--- config.mk ---
export PLATFORM = sky130hd
export DESIGN_NAME = bcd_serial_addsub
export DESIGN_NICKNAME = d
export VERILOG_FILES = /design/src/rtl/bcd_serial_addsub.sv
export SDC_FILE = /design/constraint.sdc
export NUM_CORES = 1
export LEC_CHECK = 0
export BUFFER_PORTS_ARGS = -buffer_cell sky130_fd_sc_hd__buf_2
export CAP_MARGIN = 20
export CORE_ASPECT_RATIO = 1.2
export CORE_MARGIN = 2
export CORE_UTILIZATION = 60
export DETAILED_ROUTE_END_ITERATION = 8
export GPL_TIMING_DRIVEN = 1
export PLACE_DENSITY = 0.81
export SYNTH_ARGS = -nofsm -noshare
export SYNTH_HDL_FRONTEND = slang
export SYNTH_SLANG_ARGS = --single-unit
--- constraint.sdc ---
create_clock -name clk -period 6.7 [get_ports clk]
set_clock_uncertainty 0.05 [all_clocks]
set_input_delay 1.34 -clock clk [delete_from_list [all_inputs] [get_ports clk]]
set_output_delay 1.34 -clock clk [all_outputs]
set_load 0.02 [all_outputs]
--- src/rtl/bcd_serial_addsub.sv ---
// Digit-serial packed-BCD adder/subtractor: one decimal digit per clock, LSD first,
// through a single binary-add-plus-6 correction cell, with start/busy/done handshake.
module bcd_serial_addsub #(
    parameter int DIGITS = 4
) (
    input  logic                clk,
    input  logic                rst,
    input  logic                start,
    input  logic                sub,
    input  logic [4*DIGITS-1:0] a,
    input  logic [4*DIGITS-1:0] b,
    input  logic                cin,
    output logic                busy,
    output logic                done,
    output logic [4*DIGITS-1:0] sum,
    output logic                cout,
    output logic                invalid
);

    localparam int W     = 4 * DIGITS;
    localparam int IDX_W = (DIGITS > 1) ? $clog2(DIGITS) : 1;

    typedef enum logic [1:0] {
        IDLE = 2'd0,
        RUN  = 2'd1,
        DONE = 2'd2
    } state_t;

    state_t             state_reg, state_next;
    logic [IDX_W-1:0]   idx_reg;
    logic               carry_reg;
    logic               sub_reg;
    logic [W-1:0]       a_reg, b_reg;
    logic [W-1:0]       acc_reg, acc_next;
    logic [W-1:0]       sum_reg;
    logic               cout_reg;
    logic               invalid_reg;

    logic [DIGITS-1:0]  nib_bad;
    logic               operand_bad;
    logic               accept;
    logic               last_digit;
    logic [3:0]         a_dig, b_dig, bd, nibble;
    logic [4:0]         t, t_adj;
    logic               digit_carry;

    // Validation looks at the live inputs because it decides the transition on the start edge.
    genvar gi;
    generate
        for (gi = 0; gi < DIGITS; gi++) begin : g_check
            assign nib_bad[gi] = (a[4*gi +: 4] > 4'd9) || (b[4*gi +: 4] > 4'd9);
        end
    endgenerate

    assign operand_bad = |nib_bad;
    assign accept      = start && ((state_reg == IDLE) || (state_reg == DONE));
    assign last_digit  = (idx_reg == IDX_W'(DIGITS - 1));

    always_comb begin
        a_dig = 4'd0;
        b_dig = 4'd0;
        for (int i = 0; i < DIGITS; i++) begin
            if (idx_reg == IDX_W'(i)) begin
                a_dig = a_reg[4*i +: 4];
                b_dig = b_reg[4*i +: 4];
            end
        end
    end

    // Subtraction adds the nines' complement of b; the initial carry (~borrow) completes it.
    always_comb begin
        bd          = sub_reg ? (4'd9 - b_dig) : b_dig;
        t           = {1'b0, a_dig} + {1'b0, bd} + {4'b0000, carry_reg};
        t_adj       = t + 5'd6;
        digit_carry = (t > 5'd9);
        nibble      = digit_carry ? t_adj[3:0] : t[3:0];
    end

    generate
        for (gi = 0; gi < DIGITS; gi++) begin : g_acc
            assign acc_next[4*gi +: 4] = (idx_reg == IDX_W'(gi)) ? nibble : acc_reg[4*gi +: 4];
        end
    endgenerate

    always_comb begin
        state_next = state_reg;
        case (state_reg)
            IDLE, DONE: begin
                if (accept) state_next = operand_bad ? DONE : RUN;
                else        state_next = IDLE;
            end
            RUN: begin
                if (last_digit) state_next = DONE;
            end
            default: state_next = IDLE;
        endcase
    end

    always_ff @(posedge clk or posedge rst) begin
        if (rst) begin
            state_reg   <= IDLE;
            idx_reg     <= '0;
            carry_reg   <= 1'b0;
            sub_reg     <= 1'b0;
            a_reg       <= '0;
            b_reg       <= '0;
            acc_reg     <= '0;
            sum_reg     <= '0;
            cout_reg    <= 1'b0;
            invalid_reg <= 1'b0;
        end else begin
            state_reg <= state_next;
            if (accept) begin
                a_reg     <= a;
                b_reg     <= b;
                sub_reg   <= sub;
                carry_reg <= sub ^ cin;
                idx_reg   <= '0;
                if (operand_bad) begin
                    sum_reg     <= '0;
                    cout_reg    <= 1'b0;
                    invalid_reg <= 1'b1;
                end
            end else if (state_reg == RUN) begin
                acc_reg   <= acc_next;
                carry_reg <= digit_carry;
                idx_reg   <= idx_reg + 1'b1;
                // Publish only the complete result so sum never shows partial digits.
                if (last_digit) begin
                    sum_reg     <= acc_next;
                    cout_reg    <= digit_carry;
                    invalid_reg <= 1'b0;
                end
            end
        end
    end

    assign busy    = (state_reg == RUN);
    assign done    = (state_reg == DONE);
    assign sum     = sum_reg;
    assign cout    = cout_reg;
    assign invalid = invalid_reg;

endmodule

==> impl_metrics.prom, run 1 <==
# TYPE chip_impl_metric gauge
chip_impl_info{name="status",value="finished clean"} 1
chip_impl_info{name="crit_slowest_cell",value="sky130_fd_sc_hd__ha_1"} 1
chip_impl_metric{name="std_cell_rows",unit=""} 29
chip_impl_metric{name="grt_first_pass_wirelength",unit="µm"} 13200
chip_impl_metric{name="core",unit="µm²"} 5330
chip_impl_metric{name="ant_nets",unit=""} 0
chip_impl_metric{name="route.vias.total",unit=""} 2858
chip_impl_metric{name="fp.dieArea",unit="µm²"} 6210
chip_impl_metric{name="tightest_slew",unit="ps"} 848
chip_impl_metric{name="router_iterations_before_antenna_repair",unit=""} 8
chip_impl_metric{name="cts-buffers-inserted",unit=""} 9
chip_impl_metric{name="cts_htree_levels",unit=""} 3
chip_impl_metric{name="final_slew_viol_count",unit=""} 0
chip_impl_metric{name="n_antenna_cell",unit=""} 0
chip_impl_metric{name="worst_path_max_fanout",unit=""} 22
chip_impl_metric{name="total_power",unit="µW"} 1060
chip_impl_info{name="largest_delay_contributor_family_on_the_critical_path",value="adder cells"} 1
chip_impl_metric{name="ys_seq_elements",unit=""} 68
chip_impl_metric{name="floorplan.die.width",unit="µm"} 72.2
chip_impl_metric{name="relative_slew_slack",unit=""} 0.434
chip_impl_metric{name="numPortBuffers",unit=""} 56
chip_impl_metric{name="die_h",unit="µm"} 85.9
chip_impl_metric{name="placed_cells",unit=""} 488
chip_impl_metric{name="route.detailed.wl_per_inst",unit="µm"} 15.3
chip_impl_metric{name="final_hold_viol_count",unit=""} 0
chip_impl_metric{name="boundaryPins",unit=""} 57
chip_impl_metric{name="cellLeakagePower",unit="µW"} 0.00198
chip_impl_info{name="cts.root.buffer_cell",value="sky130_fd_sc_hd__clkbuf_8"} 1
chip_impl_metric{name="yosysWarnings",unit=""} 0
chip_impl_info{name="worst_setup_path_end_kind",value="flip-flop"} 1
chip_impl_metric{name="post_cts_buffers",unit=""} 0
chip_impl_metric{name="power.density_cell_area",unit="nW/µm²"} 276
chip_impl_metric{name="holdBufCountCts",unit=""} 0
chip_impl_metric{name="drcViolationCount",unit=""} 0
chip_impl_info{name="worst_setup_path_start_kind",value="flip-flop"} 1
chip_impl_metric{name="fin_setup_tns",unit="ps"} 0
chip_impl_metric{name="clkTransAtPathRegs",unit="ps"} 70
chip_impl_metric{name="hpwlAfterDp",unit="µm"} 5190
chip_impl_metric{name="area.growth.synth_to_final",unit="%"} 14.5
chip_impl_info{name="cpMostUsedCell",value="sky130_fd_sc_hd__inv_1"} 1
chip_impl_metric{name="layout.cells.non_filler",unit=""} 503
chip_impl_metric{name="fmaxAchievable",unit="MHz"} 231
chip_impl_metric{name="vias_per_instance",unit=""} 5.68
chip_impl_metric{name="tritoncts_num_sinks",unit=""} 68
chip_impl_info{name="path_cells",value="inv_1 -> ha_1 -> nand3b_1 -> a21oi_1 -> a21oi_1 -> o21ai_0 -> xnor2_1 -> fa_1 -> inv_1 -> fa_1 -> inv_1 -> ha_1 -> a22o_1 -> o31a_4 -> xnor2_1 -> o21ai_0"} 1
chip_impl_metric{name="min_period_over_period",unit=""} 0.647
chip_impl_metric{name="synth_fp_nets",unit=""} 433
chip_impl_metric{name="synth-seq-area-share",unit=""} 0.507
chip_impl_metric{name="peakVddDrop",unit="V"} 0.000195
chip_impl_metric{name="delay_of_the_slowest_critical_path_stage",unit="ps"} 640
chip_impl_metric{name="grt_antenna_before_repair",unit=""} 0
chip_impl_metric{name="grt_usage",unit=""} 0.280
chip_impl_metric{name="max_cap_violations",unit=""} 0
chip_impl_info{name="timing.setup.critical_path_class",value="reg -> reg"} 1
chip_impl_metric{name="total_global_routing_overflow",unit=""} 0
chip_impl_metric{name="syn-mean-instance-area",unit="µm²"} 8.71
chip_impl_metric{name="insertion_delay",unit="ps"} 360
chip_impl_metric{name="required",unit="ps"} 6870
chip_impl_metric{name="drt_initial_violations",unit=""} 218
chip_impl_metric{name="synth.distinct_cells",unit=""} 37
chip_impl_info{name="tritoncts",value="done"} 1
chip_impl_metric{name="initial_core_util",unit=""} 0.629
chip_impl_metric{name="layout-drive-gt1-share",unit=""} 0.200
chip_impl_metric{name="critical_path.n_buffers_inverters",unit=""} 3
chip_impl_info{name="timing.hold.worst.class",value="reg -> reg"} 1
chip_impl_metric{name="num-nets-final",unit=""} 485
chip_impl_metric{name="syn-instance-count",unit=""} 385
chip_impl_metric{name="ctsResizeCount",unit=""} 0
chip_impl_metric{name="grt_pass1_vias",unit=""} 2889
chip_impl_metric{name="critical_path_arrival",unit="ps"} 4500
chip_impl_metric{name="routabilityCongestion",unit=""} 0.936
chip_impl_metric{name="wirelength",unit="µm"} 7700
chip_impl_info{name="grt_setup_unrepaired",value="no"} 1
chip_impl_metric{name="finish.utilization",unit=""} 0.720
chip_impl_metric{name="grt_max_degree",unit=""} 69
chip_impl_metric{name="mappedNetlistArea",unit="µm²"} 3350
chip_impl_metric{name="report.final.setup_viol",unit=""} 0
chip_impl_metric{name="cts_buffer_depth",unit=""} 2
chip_impl_metric{name="period_minus_slack",unit="ps"} 4330
[worst reg2reg max path: cells and delay by family, from the launching register on]
kind	cells	cell delay, ps
and+or+nand+nor	1	200
adders and majority gates	4	1610
buffers and inverters	3	250
AOI/OAI and AO/OA	6	1080
xor gates and xnor gates	2	590
DFF	1	420
[routing by layer]
layer	track usage	vias up	wire length, µm
met5	0	-	0
met4	0.139	0	254
met3	0.0588	33	356
met2	0.464	96	3810
met1	0.347	1349	3280
li1	-	1380	-
[kinds of logic (layout without fill, tap and decap cells)]
| group | count (synthesis) | in the layout | share of synthesized area |
|---|---|---|---|
| adder cells (fa/ha/maj) | 11 | 11 | 0.0455 |
| AND/OR/NAND/NOR | 180 | 180 | 0.232 |
| buffers and inverters | 30 | 86 | 0.0340 |
| XOR/XNOR | 5 | 5 | 0.0131 |
| multiplexers | 5 | 5 | 0.0164 |
| AO/OA/AOI/OAI | 86 | 86 | 0.151 |
| flip-flops | 68 | 68 | 0.507 |
[where the power goes]
group,internal (µW),switching [µW],leakage (µW)
sequential,444,20.4,0.000878
clock,151,149,0.0000893
combinational,109,185,0.00101
[worst paths after layout]
check / depth (start not counted) / start / end / slack, ps
worst max-delay path: 16 / idx_reg[1] / acc_reg[5] / 2370
worst min-delay path: 2 / sum[14] / sum[14] / 420
worst max register to register: 16 / idx_reg[1] / acc_reg[5] / 2370
worst min register to register: 2 / sum[14] / sum[14] / 420
max in group asynchronous: 3 / rst / b_reg[9] / 4860
min in group asynchronous: 3 / rst / sum[6] / 1190
[placed cells by master, fill, tap and decap left out, types with 3 or more instances in the layout]
cell type,synthesis,routed
sky130_fd_sc_hd__nand3b_1,9,9
sky130_fd_sc_hd__ha_1,9,9
sky130_fd_sc_hd__clkbuf_8,0,11
sky130_fd_sc_hd__nor2b_1,4,3
sky130_fd_sc_hd__o21ai_0,38,38
sky130_fd_sc_hd__dfrtp_1,68,68
sky130_fd_sc_hd__xnor2_1,4,4
sky130_fd_sc_hd__o21ai_2,7,7
sky130_fd_sc_hd__nand2_1,143,143
sky130_fd_sc_hd__inv_1,11,10
sky130_fd_sc_hd__a21oi_1,27,27
sky130_fd_sc_hd__nor3b_1,8,8
sky130_fd_sc_hd__nor2_1,5,5
sky130_fd_sc_hd__buf_4,0,4
sky130_fd_sc_hd__buf_2,1,56
sky130_fd_sc_hd__nand4_1,3,3
sky130_fd_sc_hd__mux2i_1,4,4
[metrics by stage]
stage	hold WS (ps)	instance area [µm²]	worst slack (ps)
2_1_floorplan	388	3350	3000
3_3_place_gp	402	3670	2580
3_5_place_dp	410	3670	2420
4_1_cts	424	3840	2380
5_1_grt	462	3840	1980
6_report	421	3840	2370
[layout make-up]
class | count | area (µm²)
clock buffers | 13 | 159
well taps | 62 | 77.6
flip-flops and latches | 68 | 1700
clock inverters | 2 | 10.0
fillers | 407 | 1490
multi-input cells | 287 | 1540
inverters | 11 | 41.3
repair buffers | 60 | 310
[synthesized netlist by cell type (all sizes together)]
cell type | instances | area share
a21boi | 1 | 0.0022
a21o | 3 | 0.0075
a21oi | 27 | 0.040
a221oi | 1 | 0.0026
a22o | 2 | 0.0052
a22oi | 2 | 0.0045
and2 | 1 | 0.0019
and3b | 1 | 0.0026
buf | 3 | 0.0037
clkbuf | 16 | 0.018
dfrtp | 68 | 0.51
fa | 2 | 0.012
ha | 9 | 0.034
inv | 11 | 0.012
mux2 | 1 | 0.0045
mux2i | 4 | 0.012
nand2 | 143 | 0.16
nand2b | 2 | 0.0037
nand3 | 1 | 0.0015
nand3b | 9 | 0.020
nand4 | 3 | 0.0056
nor2 | 5 | 0.0056
nor2b | 4 | 0.0075
nor3 | 1 | 0.0015
nor3b | 8 | 0.018
o21ai | 46 | 0.076
o22ai | 2 | 0.0037
o31a | 1 | 0.0052
o31ai | 1 | 0.0037
or2 | 1 | 0.0019
or4 | 1 | 0.0022
xnor2 | 4 | 0.010
xor2 | 1 | 0.0026
Note: power is estimated with default switching activity, not from simulation.
==> inputs of run 2 (changes only) <==
--- a/config.mk
+++ b/config.mk
@@ -9,10 +9,10 @@
 export CAP_MARGIN = 20
 export CORE_ASPECT_RATIO = 1.2
 export CORE_MARGIN = 2
-export CORE_UTILIZATION = 60
+export CORE_UTILIZATION = 56
 export DETAILED_ROUTE_END_ITERATION = 8
 export GPL_TIMING_DRIVEN = 1
-export PLACE_DENSITY = 0.81
+export PLACE_DENSITY = 0.77
 export SYNTH_ARGS = -nofsm -noshare
 export SYNTH_HDL_FRONTEND = slang
 export SYNTH_SLANG_ARGS = --single-unit
==> constraint.sdc (replaced) <==
create_clock -name clk -period 4 [get_ports clk]
set_clock_uncertainty 0.05 [all_clocks]
set_input_delay 0.8 -clock clk [delete_from_list [all_inputs] [get_ports clk]]
set_output_delay 0.8 -clock clk [all_outputs]
set_load 0.02 [all_outputs]
==> impl_metrics.prom, run 2 (synthesis gave the netlist of run 1 again) <==
# TYPE chip_impl_metric gauge
chip_impl_metric{name="grt_first_pass_wirelength",unit="µm"} 12500
chip_impl_metric{name="drcViolationCount",unit=""} 0
chip_impl_metric{name="placed_cells",unit=""} 515
chip_impl_metric{name="delay_of_the_slowest_critical_path_stage",unit="ps"} 400
chip_impl_metric{name="grt_pass1_vias",unit=""} 2776
chip_impl_metric{name="n_antenna_cell",unit=""} 0
chip_impl_info{name="commonest_non_fill_non_tap_cells_in_the_layout",value="143 x sky130_fd_sc_hd__nand2_1, 67 x sky130_fd_sc_hd__dfrtp_1, 56 x sky130_fd_sc_hd__buf_2, 37 x sky130_fd_sc_hd__o21ai_0, 27 x sky130_fd_sc_hd__a21oi_1"} 1
chip_impl_info{name="worst_setup_path_end_kind",value="flip-flop"} 1
chip_impl_metric{name="initial_core_util",unit=""} 0.588
chip_impl_metric{name="holdBufCountCts",unit=""} 0
chip_impl_info{name="timing.hold.worst.class",value="reg -> reg"} 1
chip_impl_metric{name="final_hold_viol_count",unit=""} 0
chip_impl_metric{name="layout-drive-gt1-share",unit=""} 0.226
chip_impl_metric{name="wirelength",unit="µm"} 7460
chip_impl_info{name="cpMostUsedCell",value="sky130_fd_sc_hd__ha_1"} 1
chip_impl_metric{name="holdPathStages",unit=""} 2
chip_impl_info{name="timing.setup.critical_path_class",value="reg -> reg"} 1
chip_impl_metric{name="cts_htree_levels",unit=""} 3
chip_impl_metric{name="setup_slack",unit="ps"} 239
chip_impl_info{name="status",value="finished clean"} 1
chip_impl_metric{name="total_of_fill_cells_in_the_finished_design",unit=""} 495
chip_impl_metric{name="vias_per_instance",unit=""} 5.25
chip_impl_metric{name="period_minus_slack",unit="ps"} 3760
chip_impl_info{name="worst_setup_path_start_kind",value="flip-flop"} 1
chip_impl_metric{name="grt_usage",unit=""} 0.253
chip_impl_metric{name="router_iterations_before_antenna_repair",unit=""} 4
chip_impl_metric{name="boundaryPins",unit=""} 57
chip_impl_metric{name="routabilityCongestion",unit=""} 0.833
chip_impl_metric{name="num-nets-final",unit=""} 495
chip_impl_metric{name="critical_path_arrival",unit="ps"} 3990
chip_impl_metric{name="route.detailed.wl_per_inst",unit="µm"} 14.0
chip_impl_metric{name="die_h",unit="µm"} 88.8
chip_impl_metric{name="final_slew_viol_count",unit=""} 0
chip_impl_metric{name="drt_initial_violations",unit=""} 179
chip_impl_info{name="tritoncts",value="done"} 1
chip_impl_metric{name="fmaxAchievable",unit="MHz"} 266
chip_impl_metric{name="finish.utilization",unit=""} 0.696
chip_impl_metric{name="relative_slew_slack",unit=""} 0.490
chip_impl_info{name="cts.root.buffer_cell",value="sky130_fd_sc_hd__clkbuf_8"} 1
chip_impl_metric{name="total_global_routing_overflow",unit=""} 0
chip_impl_metric{name="worst_r2r_path_depth",unit=""} 16
chip_impl_metric{name="power.density_cell_area",unit="nW/µm²"} 452
chip_impl_metric{name="dp_worst_setup_slack",unit="ps"} 95.9
chip_impl_info{name="crit_slowest_cell",value="sky130_fd_sc_hd__dfrtp_1"} 1
chip_impl_info{name="final_common_cell",value="sky130_fd_sc_hd__nand2_1"} 1
chip_impl_metric{name="tritoncts_num_sinks",unit=""} 68
chip_impl_metric{name="report.final.setup_viol",unit=""} 0
chip_impl_metric{name="std_cell_rows",unit=""} 30
chip_impl_metric{name="tightest_hold_margin",unit="ps"} 421
chip_impl_metric{name="floorplan.die.width",unit="µm"} 74.6
chip_impl_metric{name="peakVddDrop",unit="V"} 0.000225
chip_impl_metric{name="core",unit="µm²"} 5710
chip_impl_metric{name="clkTransAtPathRegs",unit="ps"} 70
chip_impl_metric{name="cts_buffer_depth",unit=""} 2
chip_impl_metric{name="grt_max_degree",unit=""} 38
chip_impl_metric{name="max_cap_violations",unit=""} 0
chip_impl_metric{name="min_period_over_period",unit=""} 0.940
chip_impl_metric{name="worst_path_max_fanout",unit=""} 10
chip_impl_metric{name="route.vias.total",unit=""} 2794
chip_impl_metric{name="ant_nets",unit=""} 0
chip_impl_metric{name="cellLeakagePower",unit="µW"} 0.00202
chip_impl_metric{name="grt_antenna_before_repair",unit=""} 0
chip_impl_metric{name="cts-buffers-inserted",unit=""} 9
chip_impl_metric{name="numPortBuffers",unit=""} 56
chip_impl_metric{name="required",unit="ps"} 4230
chip_impl_metric{name="fp.dieArea",unit="µm²"} 6630
chip_impl_info{name="path_cells",value="inv_1 -> ha_4 -> nor2b_1 -> a221oi_1 -> nor3_1 -> a21oi_1 -> ha_1 -> inv_1 -> mux2i_1 -> ha_1 -> xnor2_1 -> ha_1 -> a22o_1 -> o31a_4 -> mux2_4 -> o21ai_2"} 1
chip_impl_metric{name="layout.cells.non_filler",unit=""} 532
chip_impl_metric{name="insertion_delay",unit="ps"} 350
chip_impl_metric{name="tightest_slew",unit="ps"} 764
chip_impl_metric{name="hpwlAfterDp",unit="µm"} 5480
chip_impl_metric{name="area.growth.synth_to_final",unit="%"} 18.4
-- run 2: final cells by class --
| cell class | count | area, µm² | share of cell area |
|---|---|---|---|
| Clock buffer | 14 | 153 | 0.0384 |
| Clock inverter | 2 | 10.0 | 0.00252 |
| Inverter | 11 | 41.3 | 0.0104 |
| Multi-Input combinational cell | 287 | 1580 | 0.397 |
| Sequential cell | 68 | 1700 | 0.429 |
| Tap cell | 80 | 100 | 0.0252 |
| Timing Repair Buffer | 70 | 385 | 0.0971 |
-- run 2: power by group --
group | leakage, µW | switching [µW] | internal [µW]
clock network | 0.0000844 | 242 | 241
logic | 0.00106 | 307 | 225
registers | 0.000877 | 34.7 | 744
total | 0.00202 | 583 | 1210
-- run 2: final timing paths --
check                            from     endpoint  slack, ps
max                        idx_reg[1]  acc_reg[10]        240
max reg2reg                idx_reg[1]  acc_reg[10]        240
min in group asynchronous         rst      sum[11]        530
max in group asynchronous         rst   idx_reg[0]       2620
min                        acc_reg[5]   acc_reg[5]        420
min reg2reg                acc_reg[5]   acc_reg[5]        420
-- run 2: repair_timing --
| action | CTS | global route |
|---|---|---|
| endpoints found under the hold margin | 0 | 0 |
| setup endpoints to repair | 0 | 20 |
| gates resized for setup | 0 | 9 |
| buffers inserted | 0 | 1 |
-- run 2: per-stage QoR --
stage / total power, µW / area (µm²) / setup TNS (ps)
2_1_floorplan: 1140 / 3350 / 0
3_3_place_gp: 1300 / 3760 / 0
3_5_place_dp: 1320 / 3760 / 0
4_1_cts: 1810 / 3920 / 0
5_1_grt: 1900 / 3970 / -3.42
6_report: 1790 / 3970 / 0
-- run 2: metal layers --
metal,global-route usage,part of all wire
met1,0.307,0.44
met4,0.119,0.020
met5,0,0
met2,0.440,0.51
met3,0.0342,0.030
-- run 2: critical path, delay by kind of cell (launching register included) --
kind                     cells  cell delay, ps
AO/OA/AOI/OAI                5            1220
multiplexers                 2             440
AND/OR/NAND/NOR              2             140
adder cells (fa/ha/maj)      4            1050
buffers and inverters        2             210
flip-flops                   1             400
XOR/XNOR                     1             190
